File: src/rtl/countdown_timer_bcd_if.sv
// Handshake-free signal bundle for the BCD countdown timer.
// master drives the controls, slave is the timer itself.
interface countdown_timer_bcd_if #(
    parameter int CNT_W  = 8,
    parameter int DIGITS = 3
);
    logic                  tick;
    logic                  enable;
    logic                  load;
    logic [CNT_W-1:0]      load_val;
    logic                  auto_reload;
    logic [CNT_W-1:0]      count;
    logic                  flag_pre;
    logic                  done;
    logic [4*DIGITS-1:0]   number_BCD;
    logic                  bcd_valid;

    modport master (
        output tick, enable, load, load_val, auto_reload,
        input  count, flag_pre, done, number_BCD, bcd_valid
    );

    modport slave (
        input  tick, enable, load, load_val, auto_reload,
        output count, flag_pre, done, number_BCD, bcd_valid
    );
endinterface

File: src/rtl/countdown_timer_bcd.sv
// Tick-driven countdown timer with one-shot/auto-reload and
// a sequential double-dabble BCD display converter.
module countdown_timer_bcd #(
    parameter int CNT_W  = 8,
    parameter int DIGITS = 3
) (
    input  logic                  clk,
    input  logic                  rst_N,
    countdown_timer_bcd_if.slave  bus
);
    localparam int BW = 4 * DIGITS;
    localparam int CW = $clog2(CNT_W);

    function automatic longint pow10(input int n);
        longint r;
        r = 1;
        for (int i = 0; i < n; i++) r = r * 10;
        return r;
    endfunction

    localparam longint P10  = pow10(DIGITS);
    localparam longint MAXV = (64'd1 << CNT_W) - 1;

    if (CNT_W < 2 || CNT_W > 16) begin : g_bad_w
        $error("CNT_W must be in 2..16");
    end
    if (P10 <= MAXV) begin : g_bad_d
        $error("DIGITS too small for CNT_W");
    end

    typedef enum logic [1:0] {
        IDLE    = 2'd0,
        RUN     = 2'd1,
        EXPIRED = 2'd2
    } tmr_st_t;

    typedef enum logic [1:0] {
        CV_IDLE  = 2'd0,
        CV_SHIFT = 2'd1,
        CV_DONE  = 2'd2
    } cv_st_t;

    tmr_st_t           st_q, st_d;
    logic [CNT_W-1:0]  cnt_q, cnt_d;
    logic              done_q, done_d;

    cv_st_t            cv_q, cv_d;
    logic [CNT_W-1:0]  snap_q, last_q, bin_q;
    logic [BW-1:0]     bcd_q, num_q;
    logic [CW-1:0]     cv_cnt_q;
    logic              fresh_q;
    logic              cv_start;

    function automatic logic [BW-1:0] add3(input logic [BW-1:0] v);
        logic [BW-1:0] r;
        r = v;
        for (int i = 0; i < DIGITS; i++) begin
            if (r[4*i +: 4] >= 4'd5) r[4*i +: 4] = r[4*i +: 4] + 4'd3;
        end
        return r;
    endfunction

    // Timer state, count and expiry pulse registers
    always_ff @(posedge clk or negedge rst_N) begin
        if (!rst_N) begin
            st_q   <= IDLE;
            cnt_q  <= '0;
            done_q <= 1'b0;
        end else begin
            st_q   <= st_d;
            cnt_q  <= cnt_d;
            done_q <= done_d;
        end
    end

    // Timer next state: enable low > load > tick
    always_comb begin
        st_d   = st_q;
        cnt_d  = cnt_q;
        done_d = 1'b0;
        if (!bus.enable) begin
            cnt_d = bus.load_val;
            st_d  = IDLE;
        end else if (bus.load) begin
            cnt_d = bus.load_val;
            st_d  = RUN;
        end else begin
            unique case (st_q)
                IDLE: st_d = RUN;
                RUN: begin
                    if (bus.tick) begin
                        if (cnt_q > bus.load_val) begin
                            cnt_d = bus.load_val;
                        end else if (cnt_q == '0) begin
                            if (bus.load_val != '0) cnt_d = bus.load_val;
                        end else if (cnt_q == CNT_W'(1)) begin
                            cnt_d  = '0;
                            done_d = 1'b1;
                            st_d   = bus.auto_reload ? RUN : EXPIRED;
                        end else begin
                            cnt_d = cnt_q - CNT_W'(1);
                        end
                    end
                end
                EXPIRED: cnt_d = '0;
                default: st_d = IDLE;
            endcase
        end
    end

    assign cv_start = fresh_q || (cnt_q != last_q);

    // Converter state register
    always_ff @(posedge clk or negedge rst_N) begin
        if (!rst_N) cv_q <= CV_IDLE;
        else        cv_q <= cv_d;
    end

    // Converter next state
    always_comb begin
        cv_d = cv_q;
        unique case (cv_q)
            CV_IDLE:  if (cv_start) cv_d = CV_SHIFT;
            CV_SHIFT: if (cv_cnt_q == '0) cv_d = CV_DONE;
            CV_DONE:  cv_d = CV_IDLE;
            default:  cv_d = CV_IDLE;
        endcase
    end

    // Double-dabble datapath: snapshot, add-3/shift, atomic publish
    always_ff @(posedge clk or negedge rst_N) begin
        if (!rst_N) begin
            snap_q   <= '0;
            last_q   <= '0;
            bin_q    <= '0;
            bcd_q    <= '0;
            num_q    <= '0;
            cv_cnt_q <= '0;
            fresh_q  <= 1'b1;
        end else begin
            unique case (cv_q)
                CV_IDLE: begin
                    if (cv_start) begin
                        snap_q   <= cnt_q;
                        bin_q    <= cnt_q;
                        bcd_q    <= '0;
                        cv_cnt_q <= CW'(CNT_W - 1);
                        fresh_q  <= 1'b0;
                    end
                end
                CV_SHIFT: begin
                    {bcd_q, bin_q} <= {add3(bcd_q), bin_q} << 1;
                    cv_cnt_q       <= cv_cnt_q - CW'(1);
                end
                CV_DONE: begin
                    num_q  <= bcd_q;
                    last_q <= snap_q;
                end
                default: ;
            endcase
        end
    end

    assign bus.count      = cnt_q;
    assign bus.done       = done_q;
    assign bus.flag_pre   = (st_q == RUN) && (cnt_q == CNT_W'(1));
    assign bus.number_BCD = num_q;
    assign bus.bcd_valid  = (cv_q == CV_IDLE) && !fresh_q
                            && (snap_q == cnt_q);
endmodule

File: src/flat_wrapper.sv
// flat-port wrapper written by rule: the top's interface ports become plain ports
module countdown_timer_bcd_flat 
#(
    parameter int CNT_W  = 8,
    parameter int DIGITS = 3
)
  (clk, rst_N, bus_tick, bus_enable, bus_load, bus_load_val, bus_auto_reload, bus_count, bus_flag_pre, bus_done, bus_number_BCD, bus_bcd_valid);
  countdown_timer_bcd_if #(.CNT_W(CNT_W), .DIGITS(DIGITS)) bus_i ();
  input  logic clk;
  input  logic rst_N;
  input wire logic [$bits(bus_i.tick)-1:0] bus_tick;
  input wire logic [$bits(bus_i.enable)-1:0] bus_enable;
  input wire logic [$bits(bus_i.load)-1:0] bus_load;
  input wire logic [$bits(bus_i.load_val)-1:0] bus_load_val;
  input wire logic [$bits(bus_i.auto_reload)-1:0] bus_auto_reload;
  output wire logic [$bits(bus_i.count)-1:0] bus_count;
  output wire logic [$bits(bus_i.flag_pre)-1:0] bus_flag_pre;
  output wire logic [$bits(bus_i.done)-1:0] bus_done;
  output wire logic [$bits(bus_i.number_BCD)-1:0] bus_number_BCD;
  output wire logic [$bits(bus_i.bcd_valid)-1:0] bus_bcd_valid;
  assign bus_i.tick = bus_tick;
  assign bus_i.enable = bus_enable;
  assign bus_i.load = bus_load;
  assign bus_i.load_val = bus_load_val;
  assign bus_i.auto_reload = bus_auto_reload;
  assign bus_count = bus_i.count;
  assign bus_flag_pre = bus_i.flag_pre;
  assign bus_done = bus_i.done;
  assign bus_number_BCD = bus_i.number_BCD;
  assign bus_bcd_valid = bus_i.bcd_valid;
  countdown_timer_bcd #(.CNT_W(CNT_W), .DIGITS(DIGITS)) u_core (.clk(clk), .rst_N(rst_N), .bus(bus_i));
endmodule
File: config.mk
export PLATFORM = sky130hd
export DESIGN_NAME = countdown_timer_bcd_flat
export DESIGN_NICKNAME = d
export VERILOG_FILES = /design/src/rtl/countdown_timer_bcd_if.sv /design/src/rtl/countdown_timer_bcd.sv /design/src/flat_wrapper.sv
export SDC_FILE = /design/constraint.sdc
export NUM_CORES = 1
export LEC_CHECK = 0
export BUFFER_PORTS_ARGS = -buffer_cell sky130_fd_sc_hd__buf_4
export CORE_AREA = 4 4 89 91
export CTS_CLUSTER_DIAMETER = 120
export DETAILED_ROUTE_END_ITERATION = 8
export DIE_AREA = 0 0 93 95
export GPL_ROUTABILITY_DRIVEN = 0
export PLACE_DENSITY = 0.77
export SLEW_MARGIN = 20
export SYNTH_ARGS = -nofsm -noshare
export SYNTH_HDL_FRONTEND = slang
export SYNTH_SLANG_ARGS = --single-unit
File: constraint.sdc
create_clock -name clk -period 1.9 [get_ports clk]
set_input_delay 0.285 -clock clk [delete_from_list [all_inputs] [get_ports clk]]
set_output_delay 0.285 -clock clk [all_outputs]
set_load 0.05 [all_outputs]
## Word level (Yosys, flattened, before mapping)

Cells that the tools add are included.

- Bits in registers: 65
- Logic and storage cells: 87

- Add/sub/neg operators: 5
- Order comparisons: 4
- Equal/unequal tests: 16
- Mux-type cells: 35
- Reduce and logical (&&, ||, !) cells: 16

Operator list:

| operator | number |
|---|---|
| two-way mux 8 bit | 8 |
| case mux 8 bit (2 select lines) | 2 |
| case mux 12 bit (2 select lines) | 1 |
| two-way mux 2 bit | 9 |
| != test 4 bit, second input constant | 4 |
| greater-or-equal comparator 4 x 3 -> 1 bit, second input constant | 3 |
| two-way mux 12 bit | 1 |
| adder 4 x 2 -> 4 bit, second input constant | 2 |
| equality test 8 x 1 -> 1 bit, second input constant | 1 |
| equality test 8 bit | 1 |
| > comparator 8 bit | 1 |
| zero test 8 bit | 1 |
| two-way mux 4 bit | 2 |
| != test 8 bit | 1 |
| nonzero test 8 bit | 1 |
| subtractor 8 x 1 -> 8 bit, second input constant | 1 |
| two-way mux 1 bit | 7 |
| two-way mux 3 bit | 2 |
| != test 6 x 5 -> 1 bit, second input constant | 1 |
| case mux 2 bit (3 select lines) | 1 |
| case mux 3 bit (2 select lines) | 1 |
| AND reduction 2 bit | 3 |
| AND reduction 5 bit | 1 |
| equality test 2 x 1 -> 1 bit, second input constant | 2 |
| 14 further kinds | 19 |

## Depth between registers and ports, before layout

- Depth in word-level cells: 8
- Depth in mapped cells: 11
- Mapped depth without buffers: 9

## Worst setup path after synthesis

Ideal clock, no wire load.

- Path type: register to output
- From: register u_core.cnt_q[0], in the netlist u_core.bus.count[0]
- To: output port bus_bcd_valid
- Arrival: 2.776 ns
- Path slack: -1.161 ns
- Stages on the path, launching flop included: 6
- Cell sequence: dfrtp_1 buf_2 xor2_1 nor4_1 nand3_1 nor4_1

- Cells in the longest elaborated chain, start to end: 2

Ends and longest elaborated chain:

| item | line | text |
|---|---|---|
| start: declaration | countdown_timer_bcd.sv:44 | `logic [CNT_W-1:0] cnt_q, cnt_d;` |
| start signal: assignment | countdown_timer_bcd.sv:71 | `cnt_q <= cnt_d;` |
| equality test 8 bit | countdown_timer_bcd.sv:169 | `&& (snap_q == cnt_q);` |
| logical AND 1 bit | countdown_timer_bcd.sv:169 |  |
| end: declaration | flat_wrapper.sv:20 | `output wire logic [$bits(bus_i.bcd_valid)-1:0] bus_bcd_valid;` |

No other way between the ends.

## Final worst setup path

- From: register u_core.cnt_q[7], in the netlist u_core.bus.count[7]
- To: register u_core.cnt_q[4], in the netlist u_core.bus.count[4]

- Cells in the longest elaborated chain, start to end: 8

Ends and longest elaborated chain:

| item |
|---|
| parallel branches: the longest is 8 deep, another holds > comparator 8 bit |

Several ways; the timed one is not identified. The select of a mux whose other input is x is not followed.
A chain may end at the register's enable or synchronous reset.

==> impl_metrics.csv <==
group,metric,value,unit
clocking,cts_buffers,9,
clocking,clock_path_buffers,2,
timing,tightestPinTransition,543,ps
setup_path,worstPathArrival,2500,ps
synthesis,yosys_warnings,0,
cells_and_area,synthToLayoutAreaGrowth,46.0,%
clocking,cts_tree,"yes",
timing,fin_ws,-366,ps
clocking,clock_latency,360,ps
clocking,htree_levels,3,
global_route,grt_pass1_wl,15600,µm
floorplan,die_y,95,µm
setup_path,worstSetupEndpointType,"register",
synthesis,synth_nets,410,
synthesis,postSynthAreaPerCell,9.91,µm²
floorplan,die-area,8840,µm²
global_route,antenna_found_initial,0,
setup_path,start_kind,"register",
synthesis,synth_edf_count,0,
timing,fin_setup_tns,-7660,ps
run_status,violations,"setup timing",
timing,setup_viol,44,
global_route,overflow,0,
floorplan,core,7140,µm²
timing,maxSlewViolCount,0,
detailed_routing,drt_iter0_markers,306,
floorplan,die_x,93,µm
timing,fin_skew,11.8,ps
timing,fin_crit_sh,1.19,
clocking,cts_num_sinks,65,
clocking,root_buffer,"clkbuf_8",
place,postPlaceCellArea,4480,µm²
detailed_routing,routed_wl,11200,µm
cells_and_area,drive_above_1_share,0.484,
detailed_routing,avgRoutedWirePerCell,19.3,µm
clocking,clkSlewWorstSetupHoldPaths,80,ps
cells_and_area,finalNonFillerCells,580,
min_path,hold_path_class,"in -> reg",
timing,max_slew_margin,0.638,
timing,fmax,0.441,GHz
setup_path,required,2140,ps
timing,hold_violations,0,
detailed_routing,ant_nets,0,
synthesis,postSynthCellCount,374,
synthesis,dominantRegCellSynth,"dfrtp_1",
global_route,grt_usage,0.229,
global_route,grt_max_degree,38,
cells_and_area,final_cell_area,5410,µm²
synthesis,yosys_register_bits,65,
floorplan,start_util,0.519,
pwr,peakVddDrop,0.671,mV
detailed_routing,dr.pass1.iters,5,
timing,period_minus_slack,2270,ps
synthesis,yosysSeqAreaShare,0.439,
global_route,grt_pass1_vias,3282,
place,dp_hpwl,6330,µm
synthesis,yosysUniqueCellTypes,53,
cells_and_area,num_antenna_cells,0,
place,port_buffers,36,
setup_path,worstSetupPathType,"reg -> reg",
detailed_routing,vias,3368,
place,dp_cells,537,
pwr,total_leakage_power,2.43,nW
run,cap_violations,0,
setup_path,crit_fanout,4,
pwr,fin_total_pwr,0.00764,W
timing,grt_setup_unrepaired,"yes",
detailed_routing,vias_per_cell,5.81,
synthesis,syn_area,3700,µm²
synthesis,synthArstFlopShare,1.00,
detailed_routing,drc,0,
cells_and_area,finalNetCount,512,
floorplan,ios,37,
pwr,power.density,1410,nW/µm²
run_status,outcome,"finished, violations left",
floorplan,placementRows,31,
==> worst max-delay path, stage by stage, from the launching register on <==
cell     delay, ps
dfrtp_2        430
ha_1           330
nand4_1        170
buf_4          200
nor3_4         310
a21oi_4         80
a21oi_2        230
nor2_1          80
o31a_1         310
==> cells in the mapped netlist (all sizes together) (4+ instances only) <==
cell	count	area, µm²
a21oi	20	115
a22oi	11	87.6
buf	14	97.6
clkbuf	9	33.8
dfrtp	64	1600
ha	22	275
inv	24	90.1
mux2	24	270
nand2	42	158
nand2b	9	56.3
nand3	4	20.0
nor2	18	67.6
nor2b	4	25.0
nor3	12	60.1
nor4	7	58.8
o21ai	24	120
o22ai	7	43.8
xnor2	6	52.6
xor2	17	149
==> final cells by class <==
type / count / area [µm²]
multi-input combinational: 263 / 2350
fill: 439 / 1730
sequential: 65 / 1640
timing repair buffer: 113 / 1020
clock buffer: 10 / 138
tap: 99 / 124
inverter: 24 / 92.6
clock inverter: 6 / 42.5
==> where the power goes <==
part	total, W	switching [W]	internal, W
clock network	0.00109	0.000583	0.000510
logic	0.00412	0.00229	0.00184
registers	0.00242	0.000519	0.00190
==> state kept, by name (all words and copies together) (netlist names) <==
name	count
u_core.cv_cnt_q	3
u_core.cv_q	2
u_core.last_q	8
u_core.bus.count	8
u_core.bus.done	1
u_core.st_q	2
u_core.bin_q	8
u_core.bcd_q	12
u_core.fresh_q	1
u_core.bus.number_BCD	12
u_core.snap_q	8
==> worst paths after layout <==
check                                                          start                                    to  slack [ps]  cells past startpoint
worst min-delay path                                 bus_auto_reload            u_core.st_q[1]$_DFFE_PN0P_         280                      3
worst min register to register  u_core.bus.number_BCD[4]$_DFFE_PN0N_  u_core.bus.number_BCD[4]$_DFFE_PN0N_         480                      2
worst max register to register       u_core.bus.count[7]$_DFFE_PN0P_       u_core.bus.count[4]$_DFFE_PN0P_        -370                      8
max in group asynchronous                                      rst_N            u_core.fresh_q$_DFFE_PN1P_         850                      3
worst max-delay path                 u_core.bus.count[7]$_DFFE_PN0P_       u_core.bus.count[4]$_DFFE_PN0P_        -370                      8
min in group asynchronous                                      rst_N       u_core.bus.count[7]$_DFFE_PN0P_         460                      2
==> cells by family after synthesis <==
logic type / Yosys count / synth area share
DFF: 65 / 0.439
muxes: 25 / 0.0757
buffers and inverters: 47 / 0.0598
and+or+nand+nor: 107 / 0.143
AOI/OAI and AO/OA: 85 / 0.153
xor gates and xnor gates: 23 / 0.0544
adders and majority gates: 22 / 0.0743
==> cells in the final DEF (no fill, tap or decap), types with 9 or more instances in the layout <==
master	count
buf_6	24
xor2_1	9
mux2_2	16
buf_4	81
nor2_1	14
ha_1	18
a21oi_1	16
dfrtp_1	56
inv_1	22
o21ai_0	11
nand2_1	36
clkbuf_8	10
==> stage by stage <==
stage,worst slack [ps],hold WS (ps),utilization
floorplan,-197,-10.6,-
global placement,-261,286,0.628
detailed placement,-298,285,0.628
CTS,-323,268,0.687
global route,-434,288,0.758
finish,-366,278,0.758
==> layer usage <==
| metal | track usage | part of all wire | routed length [µm] |
|---|---|---|---|
| met5 | 0 | 0 | 0 |
| met4 | 0.0965 | 0.051 | 570 |
| met3 | 0.0542 | 0.062 | 691 |
| met2 | 0.410 | 0.51 | 5690 |
| met1 | 0.263 | 0.38 | 4230 |
==> repair_timing <==
item,in CTS,in global routing
endpoints found under the setup margin,36,39
endpoints found under the hold margin,36,0
resized for setup,41,79
gates cloned,3,1
pin swaps,13,41
hold buffers,1,0
buffers inserted,9,16
(Power assumes the default switching activity.)
